==> src/rtl/mem_port_arbiter.sv <==
// Arbitrates one single-ported memory between instruction fetch and load/store.
// Data accesses win at grant; every access holds the port for LAT cycles, after which the FSM returns to IDLE.
module mem_port_arbiter #(
    parameter int ADDR_W = 32,
    parameter int DATA_W = 32,
    parameter int LAT    = 2
) (
    input  logic              clk,
    input  logic              rst,
    input  logic              IfReq,
    input  logic [ADDR_W-1:0] IfAddr,
    input  logic              IfFlush,
    input  logic              MemRead,
    input  logic              MemWrite,
    input  logic [ADDR_W-1:0] MemAddr,
    input  logic [DATA_W-1:0] MemWData,
    output logic              RamEn,
    output logic              RamWe,
    output logic [ADDR_W-1:0] RamAddr,
    output logic [DATA_W-1:0] RamWData,
    input  logic [DATA_W-1:0] RamRData,
    output logic [DATA_W-1:0] IfRData,
    output logic              IfValid,
    output logic [DATA_W-1:0] MemRData,
    output logic              MemDone,
    output logic              IfStall,
    output logic              MemStall
);

    localparam int CNT_W = $clog2(LAT) + 1;
    localparam logic [CNT_W-1:0] CNT_LAST = CNT_W'(LAT - 1);

    typedef enum logic [1:0] {IDLE, IF_ACC, MEM_ACC} state_t;

    state_t state_reg, state_next;

    logic [CNT_W-1:0]  cnt_reg;
    logic [ADDR_W-1:0] addr_reg;
    logic [DATA_W-1:0] wdata_reg;
    logic              we_reg;
    logic [DATA_W-1:0] if_rdata_reg;
    logic [DATA_W-1:0] mem_rdata_reg;
    logic              if_valid_reg;
    logic              mem_done_reg;
    logic              flush_seen_reg;

    logic dreq, dpend, ipend;
    logic last_cycle, grant_mem, grant_if;

    always_comb begin
        dreq       = MemRead | MemWrite;
        dpend      = dreq & ~mem_done_reg;
        ipend      = IfReq & ~if_valid_reg & ~IfFlush;
        last_cycle = (state_reg != IDLE) && (cnt_reg == CNT_LAST);
    end

    always_ff @(posedge clk) begin
        if (rst) begin
            state_reg <= IDLE;
        end else begin
            state_reg <= state_next;
        end
    end

    always_comb begin
        state_next = state_reg;
        grant_mem  = 1'b0;
        grant_if   = 1'b0;
        case (state_reg)
            IDLE: begin
                // The load/store belongs to the older instruction, so it goes first.
                if (dpend) begin
                    state_next = MEM_ACC;
                    grant_mem  = 1'b1;
                end else if (ipend) begin
                    state_next = IF_ACC;
                    grant_if   = 1'b1;
                end
            end
            IF_ACC, MEM_ACC: begin
                if (last_cycle) begin
                    state_next = IDLE;
                end
            end
            default: state_next = IDLE;
        endcase
    end

    always_ff @(posedge clk) begin
        if (rst) begin
            cnt_reg        <= '0;
            addr_reg       <= '0;
            wdata_reg      <= '0;
            we_reg         <= 1'b0;
            if_rdata_reg   <= '0;
            mem_rdata_reg  <= '0;
            if_valid_reg   <= 1'b0;
            mem_done_reg   <= 1'b0;
            flush_seen_reg <= 1'b0;
        end else begin
            mem_done_reg <= 1'b0;

            if (grant_mem) begin
                addr_reg  <= MemAddr;
                wdata_reg <= MemWData;
                we_reg    <= MemWrite;
                cnt_reg   <= '0;
            end else if (grant_if) begin
                addr_reg  <= IfAddr;
                we_reg    <= 1'b0;
                cnt_reg   <= '0;
            end else if (state_reg != IDLE) begin
                cnt_reg <= cnt_reg + CNT_W'(1);
            end

            // A flush anywhere inside a fetch poisons its result.
            if (state_reg == IF_ACC && !last_cycle) begin
                flush_seen_reg <= flush_seen_reg | IfFlush;
            end else begin
                flush_seen_reg <= 1'b0;
            end

            if (state_reg == MEM_ACC && last_cycle) begin
                mem_done_reg <= 1'b1;
                if (!we_reg) begin
                    mem_rdata_reg <= RamRData;
                end
            end

            if (IfFlush || (if_valid_reg && !dpend)) begin
                if_valid_reg <= 1'b0;
            end else if (state_reg == IF_ACC && last_cycle && !flush_seen_reg) begin
                if_valid_reg <= 1'b1;
                if_rdata_reg <= RamRData;
            end
        end
    end

    assign RamEn    = (state_reg != IDLE);
    assign RamWe    = (state_reg == MEM_ACC) && we_reg;
    assign RamAddr  = addr_reg;
    assign RamWData = wdata_reg;
    assign IfRData  = if_rdata_reg;
    assign IfValid  = if_valid_reg;
    assign MemRData = mem_rdata_reg;
    assign MemDone  = mem_done_reg;
    assign MemStall = dpend;
    assign IfStall  = IfReq & ~if_valid_reg;

endmodule

==> config.mk <==
export PLATFORM = sky130hd
export DESIGN_NAME = mem_port_arbiter
export DESIGN_NICKNAME = d
export VERILOG_FILES = /design/src/rtl/mem_port_arbiter.sv
export SDC_FILE = /design/constraint.sdc
export NUM_CORES = 1
export LEC_CHECK = 0
export ABC_AREA = 1
export BUFFER_PORTS_ARGS = -buffer_cell sky130_fd_sc_hd__buf_2
export CORE_UTILIZATION = 46
export CTS_CLUSTER_DIAMETER = 200
export CTS_CLUSTER_SIZE = 30
export DETAILED_ROUTE_END_ITERATION = 12
export PLACE_DENSITY = 0.82
export SLEW_MARGIN = 10
export SYNTH_ARGS = -nofsm -noshare
export SYNTH_HDL_FRONTEND = slang
export SYNTH_SLANG_ARGS = --single-unit
==> constraint.sdc <==
create_clock -name clk -period 2 [get_ports clk]
set_clock_uncertainty 0.2 [all_clocks]
set_input_delay 0.1 -clock clk [delete_from_list [all_inputs] [get_ports clk]]
set_output_delay 0.1 -clock clk [all_outputs]
set_load 0.02 [all_outputs]
# --- Yosys cells after proc, flatten, opt, wreduce, memory -nomap -nowiden ---
# Index checks and enable logic that the tools add are counted.
totals:
  output_inout_bits: 134
  ff_bits: 136
  word_cells: 62
  inputBits: 134
op_classes:
  reduce_logical: 21
  mux: 14
  n_bitwise: 11
  add_sub_neg: 1
  n_eq_ne: 5
op_table:
  columns: ["cell", "n"]
  rows:
  - ["$mux 32", 2]
  - ["$mux 1", 8]
  - ["$logic_and 1x1->1", 7]
  - ["$mux 2", 3]
  - ["$not 1->1", 6]
  - ["$reduce_and 2->1", 3]
  - ["$reduce_or 2->1", 3]
  - ["$eq 2x1->1 const B", 2]
  - ["$pmux 2 s2", 1]
  - ["$reduce_bool 2->1", 2]
  - ["$and 1x1->1", 3]
  - ["$logic_not 1->1", 3]
  - ["$ne 3x3->1 const B", 1]
  - ["$reduce_or 3->1", 1]
  - ["$add 2x1->2 const B", 1]
  - ["$eq 2x2->1 const B", 1]
  - ["$logic_not 2->1", 1]
  - ["$ne 2x2->1 const B", 1]
  - ["$or 1x1->1", 2]
  - ["$logic_or 1x1->1", 1]

# --- Depth between registers and ports, before layout ---
# Gate-level depths: netlist of run 1.
logic_depth:
  depth_word: 8
  ltp_mapped: 10
  mapped_depth_nobuf: 8

# --- Least setup slack after synthesis of run 1 ---
# No wires, ideal clock.
synth_path:
  kind: "reg2reg"
  start: "reg state_reg[0]"
  end: "reg mem_rdata_reg[10], in the netlist MemRData[10]"
  slack_ns: 0.221
  path_stages_with_launch: 10
  n_path_buf: 1
  setup_time_ns: 0.116
  required_ns: 1.684
  arrival_ns: 1.463
  synth_period_minus_slack_ns: 1.779
  path_cell_list: "dfxtp_1 > inv_1 > ha_1 > inv_2 > nand2_2 > nor3_4 > inv_1 > buf_2 > nor2_1 > nor2_1"
synth_between:
  elab_chain_len: 4
  word_cells_on_any_way: 5
  classes_between: "eq/ne: 1; reduce/logical: 4"
synth_lines:
  columns: ["item", "line", "source"]
  rows:
  - ["start, declared", "35", "state_t state_reg, state_next;"]
  - ["start signal, assigned", "61", "state_reg <= state_next;"]
  - ["$reduce_bool 2->1", null, null]
  - ["via RamEn", "17", "output logic RamEn,"]
  - ["$logic_and 1x1->1", "54", "last_cycle = (state_reg != IDLE) && (cnt_reg == CNT_LAST);"]
  - ["$logic_and 1x1->1", "123", "if (state_reg == MEM_ACC && last_cycle) begin"]
  - ["$reduce_and 2->1 (no source line)", null, null]
  - ["end signal, assigned", "126", "mem_rdata_reg <= RamRData;"]
  - ["end, declared", "42", "logic [DATA_W-1:0] mem_rdata_reg;"]
# The timed path passes the listed nets, and every way through them passes these cells.
# A chain may end at the register's enable or synchronous reset.

# --- Worst setup path after layout of run 1 ---
layout_path:
  start: "reg state_reg[0]"
  end: "reg mem_rdata_reg[17], in the netlist MemRData[17]"
layout_between:
  elab_chain_len: 4
  word_cells_on_any_way: 5
  classes_between: "eq/ne: 1; reduce/logical: 4"
layout_lines:
  columns: ["item", "line"]
  rows:
  - ["$reduce_bool 2->1", "54"]
  - ["$logic_and 1x1->1", "54"]
  - ["$logic_and 1x1->1 (*)", "123"]
  - ["$reduce_and 2->1 (no source line) (*)", null]
# Every way passes the cells marked *; elsewhere a longest branch is shown, timed or not.

==> results.toml, run 1 <==
[sta]
hold_viol_final = 0
max_freq_ghz = 0.528
post-route-period-util_pct = 94.7
worstMarginPinSlew_ns = 0.392
setup_violations = 0
fin_crit_ns = 1.89
relSlewSlack_pct = 73.8
slew_viol_final = 0
rsz0062_at_grt = "false"
setup_tns_ns = 0

[floorplanning]
dieArea_um2 = 12700
die_h_um = 113
coreArea_um2 = 12000
ios = 268
die_width_um = 113
placementRows = 40
initial_core_util_pct = 47.2

[min_path]
hold_depth = 5
hp-start = "IfReq"
worstHoldEndpoint = "state_reg[0]"
holdCritPathClass = "in2reg"

[pwr]
seq_power_share_pct = 38.1
p_sw_w = 0.00250
finalPower_w = 0.00787
powerDensity_nw_per_um2 = 875
switching_share_pct = 31.7
combPwrFrac_pct = 21.8
p_leak_nw = 4.54
ir_drop_uv = 514
pwr-share-clk_pct = 40.1
internal_power_w = 0.00537

[final_layout]
final_cell_mix = "267 x buf_2, 232 x nand2_1, 136 x dfxtp_1"
antenna_cells = 0
nFillCells = 798
layout_commonest_cell = "buf_2"
final_nets = 1312
syn2layout_area_growth_pct = 59.3
drive_above_1_share_pct = 28.2

[job]
cap_violations = 0

[global_routing]
grt_max_degree = 68
grt_first_pass_wirelength_um = 31700
track_usage_pct = 31.3
grt_pass1_vias = 6641
antenna_found_initial = 0
grt_overflow = 0

[worst_setup_path]
reg2reg_slack_ns = 0.11
timing.rr.start = "state_reg[0]"
crit_type = "reg2reg"
r2r_end = "MemRData[17]"
cp_max_fo = 20
crit_chain = "inv_1, ha_2, inv_2, nand2_2, nor3_4, buf_4, o21ai_0, nor2_1"
worstPathRequired_ns = 2.14
arrival_ns = 2.04
cp_slowest_cell = "dfxtp_1"
end_kind = "register"
cp.depth = 8
startpoint_type = "register"
ff2ff_path_depth = 8
worst-path-buf-inv = 3
path_delay_family = "simple AND/OR/NAND/NOR gates"
max_stage_delay_ns = 0.35

[detailed_routing]
avgRoutedWirePerCell_um = 15.2
drc_errors = 0
route.vias.total = 6858
via_per_inst = 5.14
drt-total-wl_um = 20300
drtIter0Drc = 581
ant_nets = 0
dr.pass1.iters = 5

[clock_tree]
cts_tree = "yes"
clock_sinks = 136
cts-root-buf = "clkbuf_16"
htreeDepth = 4
clkTransAtPathRegs_ns = 0.07
cts_buffers = 17
post_cts_buffers = 0
worst_skew_pair.late_latency_ns = 0.41
clockBufferDepth = 2

[yosys]
syn-cell-area_um2 = 5640
synth-seq-cells = 136
synth_fp_nets = 933
syn-instance-count = 794
synth_top_area_cell = "dfxtp_1"
avgSynthCellArea_um2 = 7.11
synth_warnings = 0
yosysTopAreaCellShare_pct = 48.2
yosysSeqAreaShare_pct = 48.2
synth.area.top_cells = "dfxtp_1 48%, nand2_1 15%, nor2_1 8.7%"
synth.distinct_cells = 23

[run_status]
outcome = "complete, no violations"

[placed_design]
dpl.hpwl_um = 11200
io_buffers = 267
place_congestion = 0.813
## cell type report
cell class / instances / area (um^2) / share of cell area (%)
clock buffer: 17 / 425 / 4.73
clock inverter: 15 / 171 / 1.91
inverter: 48 / 180 / 2.00
multi-input combinational: 553 / 2460 / 27.4
sequential: 136 / 2720 / 30.3
tap: 147 / 184 / 2.05
timing repair buffer: 417 / 2840 / 31.6
## metal layers
metal | up-vias | share of wire, % | GRT usage [%]
li1 | 3278 | - | -
met1 | 3123 | 39 | 34.3
met2 | 380 | 49 | 55.4
met3 | 77 | 8.0 | 8.36
met4 | 0 | 3.9 | 16.5
met5 | - | 0 | 0
## worst reg2reg max path, delay by kind of cell (launching register included)
| kind | cells | cell delay [ns] |
|---|---|---|
| simple gates | 3 | 0.49 |
| fa+ha+maj | 1 | 0.22 |
| flops | 1 | 0.35 |
| buf+inv | 3 | 0.44 |
| compound gates | 1 | 0.14 |
## metrics by stage
stage / util (%) / cell area, um^2 / std cells / hold WS (ns) / setup slack [ns]
after detailed placement: 59.2 / 7080 / 1170 / 0.145 / 0.130
after global placement: 59.2 / 7080 / 1170 / 0.141 / 0.193
after floorplan: - / 5640 / 794 / 0.0349 / 0.221
after global routing: 75.2 / 8990 / 1333 / 0.0524 / 0.0143
after CTS: 75.1 / 8980 / 1333 / 0.0139 / 0.0955
final: 75.2 / 8990 / 1333 / 0.0396 / 0.106
## power groups by stage
stage / clock network [W] / registers, W / logic (W)
2_1_floorplan: 0 / 0.00327 / 0.000742
3_3_place_gp: 0 / 0.00304 / 0.00143
3_5_place_dp: 0 / 0.00305 / 0.00145
4_1_cts: 0.00319 / 0.00299 / 0.00165
5_1_grt: 0.00334 / 0.00301 / 0.00185
6_report: 0.00316 / 0.00300 / 0.00171
## worst max path at each step
stage | slack [ns] | from | endpoint
finish | 0.11 | state_reg[0] | MemRData[17]
floorplan | 0.22 | state_reg[0] | MemRData[10]
global placement | 0.19 | state_reg[0] | MemRData[26]
CTS | 0.1 | state_reg[0] | IfRData[30]
global route | 0.01 | state_reg[0] | MemRData[1]
detailed placement | 0.13 | state_reg[0] | IfRData[10]
## cell usage after synthesis
cell type / n
a21oi_1: 68
buf_2: 22
buf_4: 6
buf_6: 3
clkbuf_1: 26
dfxtp_1: 136
ha_1: 5
inv_1: 43
inv_2: 5
nand2_1: 232
nand2_2: 3
nand3_1: 37
nand3_2: 1
nand4_1: 33
nor2_1: 131
nor2_4: 2
nor2_8: 1
nor3_1: 3
nor3_4: 1
o211ai_1: 1
o21ai_0: 32
o21ai_2: 2
xor2_1: 1
## cell families (layout without fill, tap and decap cells)
group / Yosys count / in the layout / synth area share [%]
buffers and inverters: 105 / 497 / 8.27
AND/OR/NAND/NOR: 444 / 444 / 32.9
XOR/XNOR: 1 / 1 / 0.155
adder cells (fa/ha/maj): 5 / 5 / 1.11
AO/OA/AOI/OAI: 103 / 103 / 9.31
flip-flops: 136 / 136 / 48.2
## what timing repair did
item / 4_1_cts / 5_1_grt
setup endpoints to repair: 0 / 9
endpoints found under the hold margin: 131 / 0
gates resized for setup: 0 / 2
hold buffers: 131 / 0
No activity file was read; power rests on OpenSTA's default activity.
==> run 2, diff against run 1 <==
--- a/config.mk
+++ b/config.mk
@@ -11,7 +11,7 @@
 export CTS_CLUSTER_DIAMETER = 200
 export CTS_CLUSTER_SIZE = 30
 export DETAILED_ROUTE_END_ITERATION = 12
-export PLACE_DENSITY = 0.82
+export PLACE_DENSITY = 0.78
 export SLEW_MARGIN = 10
 export SYNTH_ARGS = -nofsm -noshare
 export SYNTH_HDL_FRONTEND = slang
==> results.toml, run 2 (synthesis gave the netlist of run 1 again) <==
[run_status]
outcome = "complete, no violations"

[final_layout]
drive_above_1_share_pct = 27.8
ff_latch_area_um2 = 2720
final_nets = 1307
nFillCells = 827
multi_input_area_um2 = 2460
final_cell_mix = "267 x buf_2, 232 x nand2_1, 136 x dfxtp_1"
antenna_cells = 0
syn2layout_area_growth_pct = 59.8
layout_commonest_cell = "buf_2"

[sta]
relSlewSlack_pct = 73.8
worstMarginPinSlew_ns = 0.392
hold_viol_final = 0
setup_violations = 0
worst_slack_ns = 0.0903
fin_crit_ns = 1.91
rsz0062_at_grt = "false"
max_freq_ghz = 0.524
slew_viol_final = 0
post-route-period-util_pct = 95.5
setup_tns_ns = 0

[global_routing]
grt_pass1_vias = 6644
grt_overflow = 0
grt_first_pass_wirelength_um = 31800
track_usage_pct = 31.4
grt_max_degree = 68
antenna_found_initial = 0

[detailed_routing]
route.vias.total = 6718
dr.pass1.iters = 8
ant_nets = 0
drt-total-wl_um = 20200
via_per_inst = 5.06
drc_errors = 0
avgRoutedWirePerCell_um = 15.2
drtIter0Drc = 501

[placed_design]
place_congestion = 0.841
dpl.hpwl_um = 10700
io_buffers = 267
pre_cts_ws_ns = 0.0334

[clock_tree]
cts_buffers = 17
cts_tree = "yes"
clkTransAtPathRegs_ns = 0.06
clockBufferDepth = 2
post_cts_buffers = 0
worst_skew_pair.late_latency_ns = 0.41
cts-root-buf = "clkbuf_16"
clock_sinks = 136
htreeDepth = 4

[worst_setup_path]
startpoint_type = "primary input"
crit_top_cell = "buf_2"
worstPathRequired_ns = 1.70
max_stage_delay_ns = 0.54
cp_slowest_cell = "dlygate4sd3_1"
worst-path-buf-inv = 4
cp_max_fo = 24
crit_chain = "dlygate4sd3_1, buf_2, nor2_4, nor2_8, buf_4, buf_2"
path_delay_family = "buffers and inverters"
crit_type = "in2out"
end_kind = "primary output"
arrival_ns = 1.61

[pwr]
ir_drop_uv = 505
p_leak_nw = 4.52
powerDensity_nw_per_um2 = 906

[floorplanning]
coreArea_um2 = 12000
placementRows = 40
die_width_um = 113
dieArea_um2 = 12700
die_h_um = 113
ios = 268
initial_core_util_pct = 47.2

[job]
cap_violations = 0

[min_path]
holdCritPathClass = "in2reg"
run 2: repair_timing:
action,in CTS,in global routing
hold endpoints to repair,130,0
setup endpoints to repair,1,31
pin swaps,0,0
hold buffers,131,0
resized for setup,1,8
run 2: metrics by stage:
step | power, W | instance area [um^2] | cells | util, % | hold WS (ns)
2_1_floorplan | 0.00401 | 5640 | 794 | - | 0.0349
3_3_place_gp | 0.00446 | 7030 | 1165 | 58.7 | 0.138
3_5_place_dp | 0.00448 | 7030 | 1165 | 58.7 | 0.149
4_1_cts | 0.00810 | 8990 | 1328 | 75.2 | 0.0117
5_1_grt | 0.00851 | 9020 | 1328 | 75.4 | 0.0409
6_report | 0.00817 | 9020 | 1328 | 75.4 | 0.0396
run 2: worst paths after layout:
kind / depth (start not counted) / slack [ns] / start / endpoint
min: 5 / 0.04 / IfReq / state_reg[0]
min reg2reg: 2 / 0.26 / flush_seen_reg / flush_seen_reg
max reg2reg: 8 / 0.14 / state_reg[0] / IfRData[7]
max: 6 / 0.09 / MemWrite / MemStall
run 2: routing by layer:
metal | global-route usage (%) | part of all wire (%) | up-vias
li1 | - | - | 3261
met1 | 35.1 | 39 | 2992
met2 | 55.4 | 48 | 387
met3 | 7.82 | 8.6 | 78
met4 | 16.6 | 3.9 | 0
met5 | 0 | 0 | -
run 2: area by class of cell:
cell class	instances	area share, %
timing repair buffer	412	31.2
sequential	136	30.2
multi-input combinational	553	27.3
clock buffer	18	4.76
clock inverter	14	2.47
tap	147	2.04
inverter	48	2.03
run 2: worst reg2reg max path: stages, from the launching register on:
cell     delay (ns)
dfxtp_1        0.36
inv_1          0.09
ha_1           0.26
inv_2          0.08
nand2_2        0.11
nor2_4         0.17
buf_12         0.20
nand4_1        0.12
a21oi_1        0.19
run 2: power breakdown:
part | switching (W) | total [W] | leakage, nW | internal (W)
Combinational | 0.00104 | 0.00171 | 3.11 | 0.000669
Sequential | 0.0000956 | 0.00299 | 1.11 | 0.00290
Clock | 0.00124 | 0.00347 | 0.299 | 0.00222
Total | 0.00238 | 0.00817 | 4.52 | 0.00579
==> run 3, diff against run 2 <==
--- a/config.mk
+++ b/config.mk
@@ -7,11 +7,14 @@
 export LEC_CHECK = 0
 export ABC_AREA = 1
 export BUFFER_PORTS_ARGS = -buffer_cell sky130_fd_sc_hd__buf_2
-export CORE_UTILIZATION = 46
+export CELL_PAD_IN_SITES_DETAIL_PLACEMENT = 0
+export CELL_PAD_IN_SITES_GLOBAL_PLACEMENT = 2
+export CORE_UTILIZATION = 24
 export CTS_CLUSTER_DIAMETER = 200
 export CTS_CLUSTER_SIZE = 30
 export DETAILED_ROUTE_END_ITERATION = 12
-export PLACE_DENSITY = 0.78
+export PLACE_DENSITY = 0.79
+export SKIP_CTS_REPAIR_TIMING = 1
 export SLEW_MARGIN = 10
 export SYNTH_ARGS = -nofsm -noshare
 export SYNTH_HDL_FRONTEND = slang
==> results.toml, run 3 (synthesis gave the netlist of run 1 again) <==
[global_routing]
antenna_found_initial = 0
grt_max_degree = 71
grt_overflow = 0
grt_first_pass_wirelength_um = 29000
grt_pass1_vias = 5343
track_usage_pct = 15.4

[placed_design]
place_congestion = 0.732
dpl.hpwl_um = 13000
pre_cts_ws_ns = 0.157
io_buffers = 267

[clock_tree]
worst_skew_pair.late_latency_ns = 0.41
clock_sinks = 136
cts-root-buf = "clkbuf_16"
cts_tree = "yes"
cts_buffers = 17
clkTransAtPathRegs_ns = 0.06
clockBufferDepth = 2
htreeDepth = 4

[worst_setup_path]
end_kind = "register"
timing.rr.start = "state_reg[0]"
arrival_ns = 1.92
worstPathRequired_ns = 2.09
startpoint_type = "register"
crit_path_start = "state_reg[0]"
crit_type = "reg2reg"
cp_max_fo = 21

[pwr]
p_sw_w = 0.00247
seq_power_share_pct = 38.1
p_leak_nw = 4.56
pwr-share-clk_pct = 39.9
switching_share_pct = 31.5
internal_power_w = 0.00537
combPwrFrac_pct = 22.0
powerDensity_nw_per_um2 = 847
ir_drop_uv = 489

[final_layout]
syn2layout_area_growth_pct = 64.1
final_cell_mix = "267 x buf_2, 232 x nand2_1, 136 x dfxtp_1"
layout_commonest_cell = "buf_2"
drive_above_1_share_pct = 28.2
final_nets = 1313
antenna_cells = 0

[floorplanning]
ios = 268
coreArea_um2 = 22800
die_width_um = 155
placementRows = 55
initial_core_util_pct = 24.7
die_h_um = 155
dieArea_um2 = 24100

[sta]
max_freq_ghz = 0.545
setup_violations = 0
slew_viol_final = 0
hold_viol_final = 0
worst_slack_ns = 0.164
worstMarginPinSlew_ns = 0.400
relSlewSlack_pct = 73.3
fin_crit_ns = 1.84
rsz0062_at_grt = "false"
post-route-period-util_pct = 91.8
hold_ws_ns = 0.0376
setup_tns_ns = 0

[detailed_routing]
drc_errors = 0
ant_nets = 0
drtIter0Drc = 251
avgRoutedWirePerCell_um = 13.3
via_per_inst = 4.14
route.vias.total = 6204
drt-total-wl_um = 20000
dr.pass1.iters = 4

[min_path]
holdCritPathClass = "in2reg"
hp-start = "IfReq"

[run_status]
outcome = "complete, no violations"

[job]
cap_violations = 0
run 3: cell types whose count changed in the layout (fill, tap and decap cells not counted), moves of 2 or more:
cell / previous run / this run
clkinvlp_4: 5 / 3
buf_6: 4 / 0
bufinv_16: 5 / 1
inv_6: 2 / 5
buf_4: 6 / 10
inv_8: 0 / 4
buf_12: 4 / 10
run 3: cell type report:
class | count | area, um^2
clock buffers | 17 | 425
clock inverters | 15 | 155
fillers | 2418 | 13600
inverters | 48 | 180
multi-input cells | 553 | 2460
flip-flops and latches | 136 | 2720
well taps | 313 | 392
repair buffers | 418 | 2920
run 3: layer usage:
metal	vias to the layer above	GRT usage [%]	part of all wire [%]
met5	-	0	0
met4	0	3.73	1.1
met3	13	6.13	6.8
met2	177	24.9	47
met1	2733	18.9	45
li1	3281	-	-
run 3: power groups by stage:
stage	clock [W]	combinational, W	sequential (W)
6_report	0.00313	0.00173	0.00299
2_1_floorplan	0	0.000742	0.00327
5_1_grt	0.00337	0.00192	0.00301
3_3_place_gp	0	0.00155	0.00304
4_1_cts	0.00323	0.00155	0.00299
3_5_place_dp	0	0.00154	0.00305
run 3: final timing paths:
| kind | end | slack, ns | cells after the start |
|---|---|---|---|
| setup reg to reg | IfRData[0] | 0.16 | 9 |
| hold reg to reg | flush_seen_reg | 0.25 | 2 |
| hold / removal | state_reg[0] | 0.04 | 5 |
| setup / recovery | IfRData[0] | 0.16 | 9 |
run 3: stage by stage:
step	util (%)	cells	total power, W	area [um^2]
2_1_floorplan	-	794	0.00401	5640
3_3_place_gp	32.2	1337	0.00459	7370
3_5_place_dp	32.2	1337	0.00459	7370
4_1_cts	34.8	1369	0.00777	7950
5_1_grt	40.5	1500	0.00830	9260
6_report	40.5	1500	0.00784	9260
run 3: critical path, stage by stage, from the launching register on:
cell and delay (ns):
dfxtp_1 0.36, inv_1 0.09, ha_1 0.25, inv_2 0.07, nand2_2 0.10, nor2_4 0.17, nand3_2 0.09, buf_4 0.24
nand2_1 0.08, a21oi_1 0.05
